[config.mk]
export PLATFORM = sky130hd
export DESIGN_NAME = acc_dump
export DESIGN_NICKNAME = d
export VERILOG_FILES = /design/src/rtl/acc_dump.sv
export SDC_FILE = /design/constraint.sdc
export NUM_CORES = 1
export LEC_CHECK = 0
export ABC_CLOCK_PERIOD_IN_PS = 2300
export BUFFER_PORTS_ARGS = -buffer_cell sky130_fd_sc_hd__buf_2
export CAP_MARGIN = 40
export CORE_MARGIN = 2
export CORE_UTILIZATION = 40
export DETAILED_ROUTE_END_ITERATION = 12
export GPL_ROUTABILITY_DRIVEN = 0
export PLACE_DENSITY_LB_ADDON = 0.15
export SYNTH_ARGS = -nofsm -noshare
export SYNTH_HDL_FRONTEND = slang
export SYNTH_SLANG_ARGS = --single-unit
[constraint.sdc]
create_clock -name clk -period 2.3 [get_ports clk]
set_input_delay 0.46 -clock clk [delete_from_list [all_inputs] [get_ports clk]]
set_output_delay 0.46 -clock clk [all_outputs]
set_load 0.01 [all_outputs]
[src/rtl/acc_dump.sv]
// Debug readout: snapshots the accumulator on start and streams HEADER, data bytes, XOR checksum.
// One byte per cycle when tx_ready is high; tx_data/tx_valid hold steady while stalled.
module acc_dump #(
  parameter int          DATA_W    = 16,
  parameter logic [7:0]  HEADER    = 8'hA5,
  parameter bit          MSB_FIRST = 1'b1
) (
  input  logic              clk,
  input  logic              rst_n,
  input  logic              start,
  input  logic [DATA_W-1:0] acc_data,
  output logic [7:0]        tx_data,
  output logic              tx_valid,
  input  logic              tx_ready,
  output logic              busy,
  output logic              done
);

  localparam int NB = DATA_W / 8;
  localparam int CW = (NB > 1) ? $clog2(NB) : 1;

  typedef enum logic [2:0] {S_IDLE, S_HDR, S_DATA, S_CHK, S_FIN} state_t;

  state_t            state_q;
  logic [DATA_W-1:0] snap_q;
  logic [7:0]        chk_q;
  logic [CW-1:0]     cnt_q;
  logic [7:0]        tx_data_q;
  logic              tx_valid_q;
  logic              busy_q;
  logic              done_q;

  logic [CW-1:0]     cnt_d;
  logic [7:0]        first_byte_d;
  logic [7:0]        next_byte_d;
  logic [7:0]        chk_d;
  logic              last_d;

  function automatic logic [7:0] pick(input logic [DATA_W-1:0] v, input logic [CW-1:0] c);
    int                idx;
    logic [DATA_W-1:0] sh;
    idx = MSB_FIRST ? (NB - 1 - int'(c)) : int'(c);
    sh  = v >> (idx * 8);
    return sh[7:0];
  endfunction

  // tx_data_q always holds the byte in flight, so it is folded into the checksum on transfer
  assign cnt_d        = cnt_q + 1'b1;
  assign first_byte_d = pick(snap_q, '0);
  assign next_byte_d  = pick(snap_q, cnt_d);
  assign chk_d        = chk_q ^ tx_data_q;
  assign last_d       = (cnt_q == CW'(NB - 1));

  always_ff @(posedge clk or negedge rst_n) begin
    if (!rst_n) begin
      state_q    <= S_IDLE;
      snap_q     <= '0;
      chk_q      <= '0;
      cnt_q      <= '0;
      tx_data_q  <= 8'h00;
      tx_valid_q <= 1'b0;
      busy_q     <= 1'b0;
      done_q     <= 1'b0;
    end else begin
      case (state_q)
        S_IDLE: begin
          if (start) begin
            snap_q     <= acc_data;
            chk_q      <= HEADER;
            tx_data_q  <= HEADER;
            tx_valid_q <= 1'b1;
            busy_q     <= 1'b1;
            state_q    <= S_HDR;
          end
        end
        S_HDR: begin
          if (tx_ready) begin
            cnt_q     <= '0;
            tx_data_q <= first_byte_d;
            state_q   <= S_DATA;
          end
        end
        S_DATA: begin
          if (tx_ready) begin
            chk_q <= chk_d;
            if (last_d) begin
              tx_data_q <= chk_d;
              state_q   <= S_CHK;
            end else begin
              cnt_q     <= cnt_d;
              tx_data_q <= next_byte_d;
            end
          end
        end
        S_CHK: begin
          if (tx_ready) begin
            tx_valid_q <= 1'b0;
            tx_data_q  <= 8'h00;
            done_q     <= 1'b1;
            state_q    <= S_FIN;
          end
        end
        S_FIN: begin
          done_q  <= 1'b0;
          busy_q  <= 1'b0;
          state_q <= S_IDLE;
        end
        default: state_q <= S_IDLE;
      endcase
    end
  end

  assign tx_data  = tx_data_q;
  assign tx_valid = tx_valid_q;
  assign busy     = busy_q;
  assign done     = done_q;

endmodule

==> flow_summary_export.csv <==
group,metric,value,unit
clock_network,clockBufferDepth,2,
yosys,ys.flop_type,"dfrtp_1",
setup_path,r2r_setup_slack,0.38,ns
clock_network,htreeDepth,2,
routing,detail-route-antenna-nets,0,
placed_design,place_ws,0.399,ns
setup_path,r2r_start,"state_q[1]$_DFFE_PN0P_",
setup_path,reg2reg_depth,4,
clock_network,cts_tree,"done",
setup_path,cp-startpoint,"state_q[1]$_DFFE_PN0P_",
setup_path,critPathCapture,"tx_data[3]$_DFFE_PN0P_",
yosys,yosysWarnings,0,
timing,fin_setup_tns,0,ns
floorplan,die_w,72.6,um
yosys,syn_inst,208,
routing,drc,0,
timing,slew-limit-headroom,59.9,%
yosys,synth-seq-area-share,51.8,%
timing,worst_slack,0.378,ns
clock_network,clock_sinks,39,
floorplan,die_area,5270,sq um
setup_path,arrival,2.06,ns
routing,drtIter0Drc,59,
global_routing,grt_use_total,18.5,%
placed_design,hpwl,3020,um
worst_hold_path,hp-class,"in2async",
timing,clock_skew,0.00307,ns
setup_path,critPathBufInv,0,
setup_path,critPathRequiredTime,2.44,ns
clock_network,numCtsBuffers,5,
clock_network,insertion_delay,0.29,ns
setup_path,cp_cell_sequence,"nor2_1 -> nand3_1 -> o21ai_0 -> a221oi_1",
yosys,synth.distinct_cells,24,
finish,num_antenna_cells,0,
timing,setup_viol,0,
routing,vias,1549,
timing,rsz0062_at_grt,"no",
timing,fin_crit_sh,83.5,%
global_routing,grt_pass1_wl,7310,um
placed_design,io_buffers,30,
yosys,async_flop_share,100,%
routing,viasPerCell,5.32,
floorplan,rows,24,
yosys,synth.avg_cell_area,9.05,sq um
timing,final_hold_viol_count,0,
floorplan,core_area,4440,sq um
timing,worst_pin_slew,0.601,ns
routing,wl,4290,um
routing,wl_per_cell,14.8,um
setup_path,slowest_delay,0.53,ns
finish,final_nets,260,
clock_network,cts.clk_slew.worst_paths,0.07,ns
yosys,synth_area,1880,sq um
setup_path,cp.depth,4,
finish,drive_above_1_share,18.0,%
clock_network,cts.hold.buffers_added,0,
setup_path,cp-start-kind,"flip-flop",
floorplan,ioPinCount,31,
floorplan,dieHeight,72.6,um
yosys,syn-num-nets,228,
setup_path,critical_path.slowest_cell,"dfrtp_1",
setup_path,worst_setup_path_end_kind,"flip-flop",
timing,fmax,520,MHz
job,drv_cap,0,
yosys,ys_ff_latch,39,
timing,period_needed,1.92,ns
floorplan,start_util,42.4,%
timing,report.final.slew_viol_count,0,
setup_path,cp_max_fo,14,
clock_network,cts-resized-gates,0,
global_routing,grt_pass1_vias,1507,
clock_network,cts_root_buf,"clkbuf_8",
setup_path,path_delay_family,"simple AND/OR/NAND/NOR gates",
global_routing,grt_max_degree,26,
setup_path,reg2reg_to,"tx_data[3]$_DFFE_PN0P_",
power,ir_drop,0.729,mV
global_routing,grt_antenna_before_repair,0,
power,p_leak,0.979,nW
run_status,outcome,"finished, final reports clean",
yosys,synth-edff-count,0,
global_routing,gr-total-overflow,0,
setup_path,critPathKind,"reg2reg",
routing,drtPass1Iterations,4,
power,powerDensity,1400,nW/um^2
clock_network,cts_setup_buffers,0,
finish,synthToLayoutAreaGrowth,14.8,%
[state kept, by name (all words and copies together), names as in the netlist]
signal / count
tx_valid: 1
done: 1
busy: 1
chk_q: 8
tx_data: 8
state_q: 3
cnt_q: 1
snap_q: 16
[cell families (layout without fill, tap and decap cells)]
kind of cell	Yosys count	after routing	share of synthesized area, %
XOR/XNOR	5	5	2.33
AO/OA/AOI/OAI	67	67	22.7
buffers and inverters	20	51	4.52
flip-flops	39	39	51.8
AND/OR/NAND/NOR	77	77	18.7
[Yosys cell counts, drive strengths merged (2+ instances only)]
library cell	number	area [sq um]
dfrtp	39	976
o211ai	4	30.0
a21oi	17	85.1
o2bb2ai	4	35.0
a221oi	4	35.0
clkbuf	4	15.0
nor2	9	33.8
buf	6	32.5
nand2b	10	62.6
inv	10	37.5
o21ai	25	125
o21a	4	30.0
o32a	4	40.0
nand2	46	173
nand3	7	35.0
and3	2	12.5
o22a	4	35.0
xnor2	4	35.0
[how the worst min path moves through the flow]
stage / from / to / slack, ns / cells after the start
after global placement: rst_n / snap_q[10]$_DFFE_PN0P_ / 0.44 / 1
after global routing: rst_n / chk_q[5]$_DFFE_PN0P_ / 0.13 / 1
after floorplan: rst_n / busy$_DFFE_PN0P_ / 0.16 / 0
after detailed placement: rst_n / snap_q[10]$_DFFE_PN0P_ / 0.44 / 1
final: rst_n / tx_data[5]$_DFFE_PN0P_ / 0.11 / 1
after CTS: rst_n / chk_q[7]$_DFFE_PN0P_ / 0.12 / 1
[routing by layer]
layer / vias up / GRT usage [%] / wire length, um
met5: - / 0 / 0
met4: 0 / 7.20 / 58
met3: 7 / 4.83 / 197
met2: 32 / 26.7 / 1890
met1: 731 / 26.8 / 2150
li1: 779 / - / -
[layout make-up]
cell class	instances	area [sq um]
clock buffer	6	72.6
sequential	39	976
timing repair buffer	35	188
fill	456	2280
multi-input combinational	149	822
tap	52	65.1
inverter	10	37.5
[metrics by stage]
step	total power [W]	std cells	hold slack (ns)	instance area, sq um	utilization, %
final	0.00302	291	0.111	2160	48.6
after global routing	0.00331	291	0.132	2160	48.6
after CTS	0.00305	291	0.119	2160	48.6
after detailed placement	0.00261	285	0.435	2090	47.0
after global placement	0.00260	285	0.437	2090	47.0
after floorplan	0.00221	208	0.164	1880	-
[where the power goes]
part           leakage [nW]  switching [W]  total (W)  internal (W)
logic                 0.478       0.000701    0.00128      0.000576
registers             0.464       0.000309    0.00131       0.00100
clock network        0.0371       0.000223   0.000425      0.000202
total                 0.979        0.00123    0.00302       0.00178
[placed cells by master (no fill, tap or decap), types with 5 or more instances in the layout]
| cell type | netlist | layout |
|---|---|---|
| a21oi_1 | 17 | 17 |
| dfrtp_1 | 39 | 39 |
| buf_4 | 1 | 5 |
| nor2_1 | 9 | 9 |
| clkbuf_8 | 0 | 5 |
| nand2b_1 | 10 | 10 |
| o21ai_0 | 25 | 25 |
| buf_2 | 5 | 30 |
| inv_1 | 10 | 10 |
| nand3_1 | 7 | 7 |
| nand2_1 | 46 | 46 |
Power figures use the tool's default switching activity.
